`config.mk`:
```
export PLATFORM = sky130hd
export DESIGN_NAME = dm_access_ctrl_flat
export DESIGN_NICKNAME = d
export VERILOG_FILES = /design/src/rtl/dm_access_ctrl_if.sv /design/src/rtl/dm_access_ctrl.sv /design/src/flat_wrapper.sv
export SDC_FILE = /design/constraint.sdc
export NUM_CORES = 1
export LEC_CHECK = 0
export CAP_MARGIN = 0
export CORE_MARGIN = 1
export CORE_UTILIZATION = 45
export DETAILED_ROUTE_END_ITERATION = 8
export PLACE_DENSITY_LB_ADDON = 0.15
export SLEW_MARGIN = 20
export SYNTH_ARGS = -nofsm -noshare
export SYNTH_HDL_FRONTEND = slang
export SYNTH_SLANG_ARGS = --single-unit
```
`constraint.sdc`:
```
create_clock -name clk -period 2.78 [get_ports clk]
set_clock_uncertainty 0.2 [all_clocks]
set_input_delay 0.278 -clock clk [delete_from_list [all_inputs] [get_ports clk]]
set_output_delay 0.278 -clock clk [all_outputs]
set_load 0.01 [all_outputs]
```
`src/rtl/dm_access_ctrl_if.sv`:
```
// Bus bundle between the CPU memory stage, dm_access_ctrl and the word-wide data memory.
interface dm_access_ctrl_if #(
    parameter int ADDR_W = 10
) ();
    logic              req;
    logic              we;
    logic [1:0]        size;
    logic              sign_ext;
    logic [31:0]       addr;
    logic [31:0]       wdata;
    logic [31:0]       rdata;
    logic              busy;
    logic              done;
    logic              misalign;
    logic [ADDR_W-1:0] dm_address;
    logic [31:0]       dm_data;
    logic              dm_wren;
    logic [31:0]       dm_q;

    // master is the environment (CPU stage plus memory); slave is the controller
    modport master (
        output req, we, size, sign_ext, addr, wdata, dm_q,
        input  rdata, busy, done, misalign, dm_address, dm_data, dm_wren
    );
    modport slave (
        input  req, we, size, sign_ext, addr, wdata, dm_q,
        output rdata, busy, done, misalign, dm_address, dm_data, dm_wren
    );
endinterface

```
`src/rtl/dm_access_ctrl.sv`:
```
// Load/store sequencer over a word-only data memory: sub-word stores as
// read-modify-write, load lane extraction with sign/zero extension, misalign rejection.
module dm_access_ctrl #(
    parameter int ADDR_W = 10
) (
    input  logic             clk,
    input  logic             rst,
    dm_access_ctrl_if.slave  bus
);
    typedef enum logic [2:0] {S_IDLE, S_RD, S_WAIT, S_WR, S_DONE, S_ERR} state_t;

    state_t            state_q, state_d;
    logic              we_q;
    logic [1:0]        size_q;
    logic              sext_q;
    logic [1:0]        boff_q;
    logic [15:0]       wdata_q;
    logic [31:0]       rdata_q;
    logic [31:0]       data_q;
    logic [ADDR_W-1:0] waddr_q;

    logic              accept;
    logic              misaligned;
    logic              word_store;
    logic [7:0]        lane_b;
    logic [15:0]       lane_h;
    logic [31:0]       load_val;
    logic [31:0]       merged;
    logic              unused_addr_hi;

    assign unused_addr_hi = ^bus.addr[31:ADDR_W+2];

    assign accept     = (state_q == S_IDLE) && bus.req;
    assign misaligned = (bus.size == 2'b11)
                     || (bus.size == 2'b01 && bus.addr[0])
                     || (bus.size == 2'b10 && bus.addr[1:0] != 2'b00);
    assign word_store = bus.we && (bus.size == 2'b10);

    always_ff @(posedge clk) begin
        if (rst) state_q <= S_IDLE;
        else     state_q <= state_d;
    end

    always_comb begin
        state_d      = state_q;
        bus.busy     = 1'b0;
        bus.done     = 1'b0;
        bus.misalign = 1'b0;
        bus.dm_wren  = 1'b0;
        case (state_q)
            S_IDLE: begin
                if (bus.req) begin
                    if (misaligned)      state_d = S_ERR;
                    else if (word_store) state_d = S_WR;
                    else                 state_d = S_RD;
                end
            end
            S_RD: begin
                bus.busy = 1'b1;
                state_d  = S_WAIT;
            end
            S_WAIT: begin
                bus.busy = 1'b1;
                state_d  = we_q ? S_WR : S_DONE;
            end
            S_WR: begin
                bus.busy = 1'b1;
                // gated with rst so a reset landing on WR never commits the write
                bus.dm_wren = !rst;
                state_d  = S_DONE;
            end
            S_DONE: begin
                bus.busy = 1'b1;
                bus.done = 1'b1;
                state_d  = S_IDLE;
            end
            S_ERR: begin
                bus.busy     = 1'b1;
                bus.done     = 1'b1;
                bus.misalign = 1'b1;
                state_d      = S_IDLE;
            end
            default: state_d = S_IDLE;
        endcase
    end

    // Lane extraction for loads; dm_q is valid in WAIT
    always_comb begin
        case (boff_q)
            2'd0:    lane_b = bus.dm_q[7:0];
            2'd1:    lane_b = bus.dm_q[15:8];
            2'd2:    lane_b = bus.dm_q[23:16];
            default: lane_b = bus.dm_q[31:24];
        endcase
        lane_h = boff_q[1] ? bus.dm_q[31:16] : bus.dm_q[15:0];
        case (size_q)
            2'b00:   load_val = {{24{sext_q & lane_b[7]}}, lane_b};
            2'b01:   load_val = {{16{sext_q & lane_h[15]}}, lane_h};
            default: load_val = bus.dm_q;
        endcase
    end

    // Read-modify-write merge for sub-word stores
    always_comb begin
        merged = bus.dm_q;
        if (size_q == 2'b00) begin
            case (boff_q)
                2'd0:    merged[7:0]   = wdata_q[7:0];
                2'd1:    merged[15:8]  = wdata_q[7:0];
                2'd2:    merged[23:16] = wdata_q[7:0];
                default: merged[31:24] = wdata_q[7:0];
            endcase
        end else if (boff_q[1]) begin
            merged[31:16] = wdata_q;
        end else begin
            merged[15:0] = wdata_q;
        end
    end

    // data_q doubles as the merge register and the memory write-data driver
    always_ff @(posedge clk) begin
        if (rst) begin
            we_q    <= 1'b0;
            size_q  <= 2'b00;
            sext_q  <= 1'b0;
            boff_q  <= 2'b00;
            wdata_q <= '0;
            rdata_q <= '0;
            data_q  <= '0;
            waddr_q <= '0;
        end else begin
            if (accept) begin
                we_q    <= bus.we;
                size_q  <= bus.size;
                sext_q  <= bus.sign_ext;
                boff_q  <= bus.addr[1:0];
                wdata_q <= bus.wdata[15:0];
                if (!misaligned) begin
                    waddr_q <= bus.addr[ADDR_W+1:2];
                    if (word_store) data_q <= bus.wdata;
                end
            end
            if (state_q == S_WAIT) begin
                if (we_q) data_q  <= merged;
                else      rdata_q <= load_val;
            end
        end
    end

    assign bus.rdata      = rdata_q;
    assign bus.dm_address = waddr_q;
    assign bus.dm_data    = data_q;
endmodule

```
`src/flat_wrapper.sv`:
```
// flat-port wrapper written by rule: the top's interface ports become plain ports
module dm_access_ctrl_flat 
#(
    parameter int ADDR_W = 10
)
  (clk, rst, bus_req, bus_we, bus_size, bus_sign_ext, bus_addr, bus_wdata, bus_dm_q, bus_rdata, bus_busy, bus_done, bus_misalign, bus_dm_address, bus_dm_data, bus_dm_wren);
  dm_access_ctrl_if #(.ADDR_W(ADDR_W)) bus_i ();
  input  logic clk;
  input  logic rst;
  input wire logic [$bits(bus_i.req)-1:0] bus_req;
  input wire logic [$bits(bus_i.we)-1:0] bus_we;
  input wire logic [$bits(bus_i.size)-1:0] bus_size;
  input wire logic [$bits(bus_i.sign_ext)-1:0] bus_sign_ext;
  input wire logic [$bits(bus_i.addr)-1:0] bus_addr;
  input wire logic [$bits(bus_i.wdata)-1:0] bus_wdata;
  input wire logic [$bits(bus_i.dm_q)-1:0] bus_dm_q;
  output wire logic [$bits(bus_i.rdata)-1:0] bus_rdata;
  output wire logic [$bits(bus_i.busy)-1:0] bus_busy;
  output wire logic [$bits(bus_i.done)-1:0] bus_done;
  output wire logic [$bits(bus_i.misalign)-1:0] bus_misalign;
  output wire logic [$bits(bus_i.dm_address)-1:0] bus_dm_address;
  output wire logic [$bits(bus_i.dm_data)-1:0] bus_dm_data;
  output wire logic [$bits(bus_i.dm_wren)-1:0] bus_dm_wren;
  assign bus_i.req = bus_req;
  assign bus_i.we = bus_we;
  assign bus_i.size = bus_size;
  assign bus_i.sign_ext = bus_sign_ext;
  assign bus_i.addr = bus_addr;
  assign bus_i.wdata = bus_wdata;
  assign bus_i.dm_q = bus_dm_q;
  assign bus_rdata = bus_i.rdata;
  assign bus_busy = bus_i.busy;
  assign bus_done = bus_i.done;
  assign bus_misalign = bus_i.misalign;
  assign bus_dm_address = bus_i.dm_address;
  assign bus_dm_data = bus_i.dm_data;
  assign bus_dm_wren = bus_i.dm_wren;
  dm_access_ctrl #(.ADDR_W(ADDR_W)) u_core (.clk(clk), .rst(rst), .bus(bus_i));
endmodule
```
==> results of run 1 <==
-- metrics by stage --
step | std cells | utilization | setup slack (ns)
finish | 847 | 0.656 | 0.282
global route | 847 | 0.656 | 0.129
CTS | 847 | 0.655 | 0.211
detailed placement | 831 | 0.631 | 0.0904
global placement | 831 | 0.631 | 0.166
floorplan | 566 | - | 0.635
-- layout make-up --
| type | count | area, µm² |
|---|---|---|
| Sequential cell | 99 | 1980 |
| Inverter | 4 | 15.0 |
| Timing Repair Buffer | 181 | 1750 |
| Multi-Input combinational cell | 411 | 2610 |
| Tap cell | 136 | 170 |
| Clock buffer | 11 | 141 |
| Clock inverter | 5 | 108 |
| Fill cell | 881 | 3550 |
-- layer usage --
| layer | vias to the layer above | share of wire | track usage |
|---|---|---|---|
| met1 | 2247 | 0.45 | 0.343 |
| met4 | 0 | 0.024 | 0.0966 |
| met3 | 30 | 0.067 | 0.0532 |
| met5 | - | 0 | 0 |
| li1 | 2343 | - | - |
| met2 | 184 | 0.46 | 0.418 |
-- state kept, by name (all words and copies together) (netlist names) --
signal,cells
u_core.bus.rdata,32
u_core.size_q,2
u_core.sext_q,1
u_core.state_q,3
u_core.wdata_q,16
u_core.we_q,1
u_core.bus.dm_address,10
u_core.bus.dm_data,32
u_core.boff_q,2
-- power by group through the flow --
stage / Clock [µW] / Sequential [µW] / Combinational [µW]
2_1_floorplan: 0 / 1600 / 434
3_3_place_gp: 0 / 1600 / 801
3_5_place_dp: 0 / 1600 / 813
4_1_cts: 1160 / 1570 / 816
5_1_grt: 1220 / 1580 / 893
6_report: 1160 / 1570 / 824
-- worst min-delay path by stage --
stage / from / endpoint / slack, ns / cells past startpoint
after floorplan: bus_wdata[10] / u_core.wdata_q[10]$_SDFFE_PP0N_ / 0.21 / 2
after global routing: rst / u_core.wdata_q[12]$_SDFFE_PP0N_ / 0.02 / 2
after global placement: u_core.wdata_q[12]$_SDFFE_PP0N_ / u_core.wdata_q[12]$_SDFFE_PP0N_ / 0.24 / 2
after detailed placement: u_core.wdata_q[14]$_SDFFE_PP0N_ / u_core.wdata_q[14]$_SDFFE_PP0N_ / 0.25 / 2
after CTS: rst / u_core.wdata_q[13]$_SDFFE_PP0N_ / 0.01 / 2
final: rst / u_core.wdata_q[12]$_SDFFE_PP0N_ / 0.006 / 2
-- synthesized netlist by cell type, types with 2 or more instances --
library cell,count,area [µm²]
a22o_1,7,61.3
or3_1,2,12.5
o2bb2ai_1,14,123
o31ai_1,2,15.0
nand2b_1,2,12.5
a21oi_2,2,17.5
o21a_1,2,15.0
buf_1,3,11.3
a22oi_1,7,52.6
o21bai_1,7,52.6
nand2_1,62,233
mux2_2,9,101
o22ai_1,18,113
a2111oi_2,2,30.0
nor2_1,72,270
and3_1,8,50.1
buf_2,8,40.0
nand3_1,2,10.0
a21oi_1,35,175
or4b_2,7,70.1
mux2i_1,44,440
nor2b_1,3,18.8
inv_1,3,11.3
nor4_1,8,50.1
or2_2,2,12.5
buf_6,3,33.8
clkbuf_1,38,143
a2111oi_0,8,70.1
dfxtp_1,99,1980
o21ai_0,14,70.1
a211oi_1,30,225
nor3_1,28,140
-- cell usage in the layout (no fill, tap or decap), types with 13 or more instances in the layout --
master           count
o21ai_0             13
nor2_1              72
nor3_1              28
o2bb2ai_1           14
a21oi_1             35
buf_4               21
nand2_1             62
a211oi_1            30
o22ai_1             18
dfxtp_1             99
mux2i_1             44
clkdlybuf4s50_1    159
-- critical path, cell delays in order (launching register included) --
cell and delay (ns):
dfxtp_1 0.73, or3b_2 0.50, o32ai_1 0.31, a21oi_1 0.37, a211oi_1 0.30
-- logic make-up after synthesis --
family,synth area share
AO/OA/AOI/OAI,0.219
buffers and inverters,0.0506
AND/OR/NAND/NOR,0.204
flip-flops,0.413
multiplexers,0.113
==> metrics.txt, run 1 <==
Mean Syn Cell Area 8.48 µm²; clk_lat worst skew 0.38 ns; Sw Ratio 0.288; setup_tns 0 ns; Ant. Diodes 0; Final Cycle Share 0.898; startpoint types register; Main synth FF type dfxtp_1; max_slew headroom 0.497; CTS tree yes; Post-CTS Hold Buffers 0; Cell variety after synth 47; Inserted Clock Buffers 9; CTS resizes 0; Comb pwr share 0.232; # IOs 181; number of synthesized flops with an enable pin 0; Max Transition Viols Final 0; CTS H-tree depth 3; MaxCap Viol Count 0; fraction of registers with async set/reset 0; Clk pwr share 0.326; worst reg2reg endpoint u_core.bus.rdata[15]$_SDFFE_PP0N_; Final Instance Area 0.00678 mm²; Fmax achieved 400 MHz; reg2reg path depth 4; Pwr Total 3560 µW; status complete, no violations; Synth-to-Final Area Change 41.2%; IO buf count 160; register clock-pin slew on the reported worst setup and hold paths 0.10 ns; Starting Density 0.465; fin nets 809; Worst Tran Pin Value 0.755 ns; die width 105 µm; endpoints failing setup 0; layout cells sized above 1 0.0914; #FFs+latches synth 99; DRC Markers 0; Hold WS 0.00571 ns; Synth Instances 566; pwr/cell area 525 mW/mm²; first-pass GRT wire length 22900 µm; Reg-to-Reg Start u_core.boff_q[1]$_SDFFE_PP0N_; mapped cell area 0.00480 mm²; FF-to-FF setup slack 0.28 ns; largest net degree at the start of global routing 73; Initial DRC Count 231; Tightest Hold Check Type input pin to register; Setup Fix Bufs, Post-CTS 0; synthesized net count 669; path type of the worst setup path register to register; Ys Warns 0; Post-DP HPWL 10600 µm; RD Place Congestion 0.846; Internal 2530 µW; TritonRoute pass-1 iters 6; routed wire length per instance 16.9 µm; register share of total power 0.442; Net Sw Power 1030 µW; Root Buffer clkbuf_8; part of the Yosys area used for sequential elements 0.413; critical path endpoint u_core.bus.rdata[15]$_SDFFE_PP0N_; VDD IR max 322 µV; # clock sinks 99; Tmin final 2.50 ns; Vias 4804; die area 0.0111 mm²; Crit. End Element register; core area 0.0103 mm²; num rows 37; leak pwr 0.00253 µW; worst setup path startpoint u_core.boff_q[1]$_SDFFE_PP0N_; chip height 105 µm; Cell Area, Placed 0.00651 mm²; clock buffer depth 2; DRT Wirelength 14300 µm; vias in the first global route 4593; Congestion Overflow GR 0; Worst Path Required 2.87 ns; GRT Overall Usage 0.260; RSZ-0062 raised after global routing no; drt via density 5.67; crit-path max FO 17; antenna violations before repair 0; CP arrival 2.59 ns; final hold violation count 0; Detail Route Antenna Nets 0
Power figures use the tool's default switching activity.
==> run 2, diff against run 1 <==
--- a/config.mk
+++ b/config.mk
@@ -10,6 +10,7 @@
 export CORE_UTILIZATION = 45
 export DETAILED_ROUTE_END_ITERATION = 8
 export PLACE_DENSITY_LB_ADDON = 0.15
+export SKIP_LAST_GASP = 1
 export SLEW_MARGIN = 20
 export SYNTH_ARGS = -nofsm -noshare
 export SYNTH_HDL_FRONTEND = slang
==> results of run 2 <==
Same layout as run 1: the final DEF is identical, and so are final timing and power.
==> edit, RTL diff (config.mk and constraints of run 1) <==
`ADDR_W` is set to 10 in 3 places; all go to 11.
--- a/src/rtl/dm_access_ctrl_if.sv
+++ b/src/rtl/dm_access_ctrl_if.sv
@@ -1,6 +1,6 @@
 // Bus bundle between the CPU memory stage, dm_access_ctrl and the word-wide data memory.
 interface dm_access_ctrl_if #(
-    parameter int ADDR_W = 10
+    parameter int ADDR_W = 11
 ) ();
     logic              req;
     logic              we;
--- a/src/rtl/dm_access_ctrl.sv
+++ b/src/rtl/dm_access_ctrl.sv
@@ -1,7 +1,7 @@
 // Load/store sequencer over a word-only data memory: sub-word stores as
 // read-modify-write, load lane extraction with sign/zero extension, misalign rejection.
 module dm_access_ctrl #(
-    parameter int ADDR_W = 10
+    parameter int ADDR_W = 11
 ) (
     input  logic             clk,
     input  logic             rst,
--- a/src/flat_wrapper.sv
+++ b/src/flat_wrapper.sv
@@ -1,7 +1,7 @@
 // flat-port wrapper written by rule: the top's interface ports become plain ports
 module dm_access_ctrl_flat 
 #(
-    parameter int ADDR_W = 10
+    parameter int ADDR_W = 11
 )
   (clk, rst, bus_req, bus_we, bus_size, bus_sign_ext, bus_addr, bus_wdata, bus_dm_q, bus_rdata, bus_busy, bus_done, bus_misalign, bus_dm_address, bus_dm_data, bus_dm_wren);
   dm_access_ctrl_if #(.ADDR_W(ADDR_W)) bus_i ();
Ports: changed (resized bus_dm_address); port bits go from 181 to 182. No check against the original RTL was run, so the function may have changed too.
==> edit against run 1 <==
  * Synthesized area grew 2.5%
  * Sequential cell count grew 1
  * Final area grew 0.85%
  * Clock power shrank 22%
  * Worst setup slack gained 0.17 ns
  * Maximum frequency grew 7.3%
  * Routed wire length grew 7.0%
  * Total power shrank 7.4%
  * Critical path type unchanged
  * Largest power group unchanged
==> edit: results <==
[clock_tree]
clock_latency_ns = 0.36
clk_pin_slew_ns = 0.08

[placement]
dp_hpwl_um = 11300
gp_congestion = 0.865
placed_area_um2 = 6640
place.port_buffers = 162

[synth]
muxShareOfSynthArea_pct = 11.0
synth_seq_area_share_pct = 40.7
synth_compound_area_share_pct = 25.1

[sta]
fin_hold_ws_ns = 0.0582
final.period_utilization_pct = 83.7

[cells_and_area]
nClkBuffers = 10
layout.nonclk_buf_share_pct = 26.1
num-nonclk-inverters = 3

[route]
initialDrtViolationCount = 350
wirelength_um = 15300
vias = 4923

[power_and_ir_drop]
p_leak_nw = 2.55

[run_status]
status = "complete, no violations"

[global_route]
grt_pass1_vias = 4741

[floorplan]
core-area_um2 = 10500

[worst_setup_path]
r2r_slack_ns = 0.45
r2r_cells = 5
path_max_fanout = 41

[hold_path]
hold_path_depth = 4
hold_end = "u_core.state_q[2]"
## edit: through the flow
| step | std cells | total power, mW |
|---|---|---|
| 5_1_grt | 863 | 3.44 |
| 3_3_place_gp | 849 | 2.39 |
| 2_1_floorplan | 582 | 2.03 |
| 4_1_cts | 863 | 3.30 |
| 3_5_place_dp | 849 | 2.41 |
| 6_report | 863 | 3.29 |
## edit: metal layers
metal	routed length (µm)	global-route usage [%]	share of wire, %
met3	841	3.68	5.5
met2	7330	44.4	48
met5	0	0	0
met4	312	9.10	2.0
met1	6860	36.0	45
## edit: power breakdown
| group | internal, mW | switching [mW] | leakage (nW) |
|---|---|---|---|
| Sequential | 1.51 | 0.0759 | 0.812 |
| Clock | 0.407 | 0.498 | 0.0805 |
| Combinational | 0.396 | 0.401 | 1.66 |
| Total | 2.32 | 0.976 | 2.55 |
## edit: worst max-delay path, cell delays in order, from the launching register on
cell and delay [ns]:
dfxtp_1 0.62, nand4bb_2 0.27, buf_4 0.42, nor2_1 0.13, mux2_2 0.30, a311oi_1 0.26
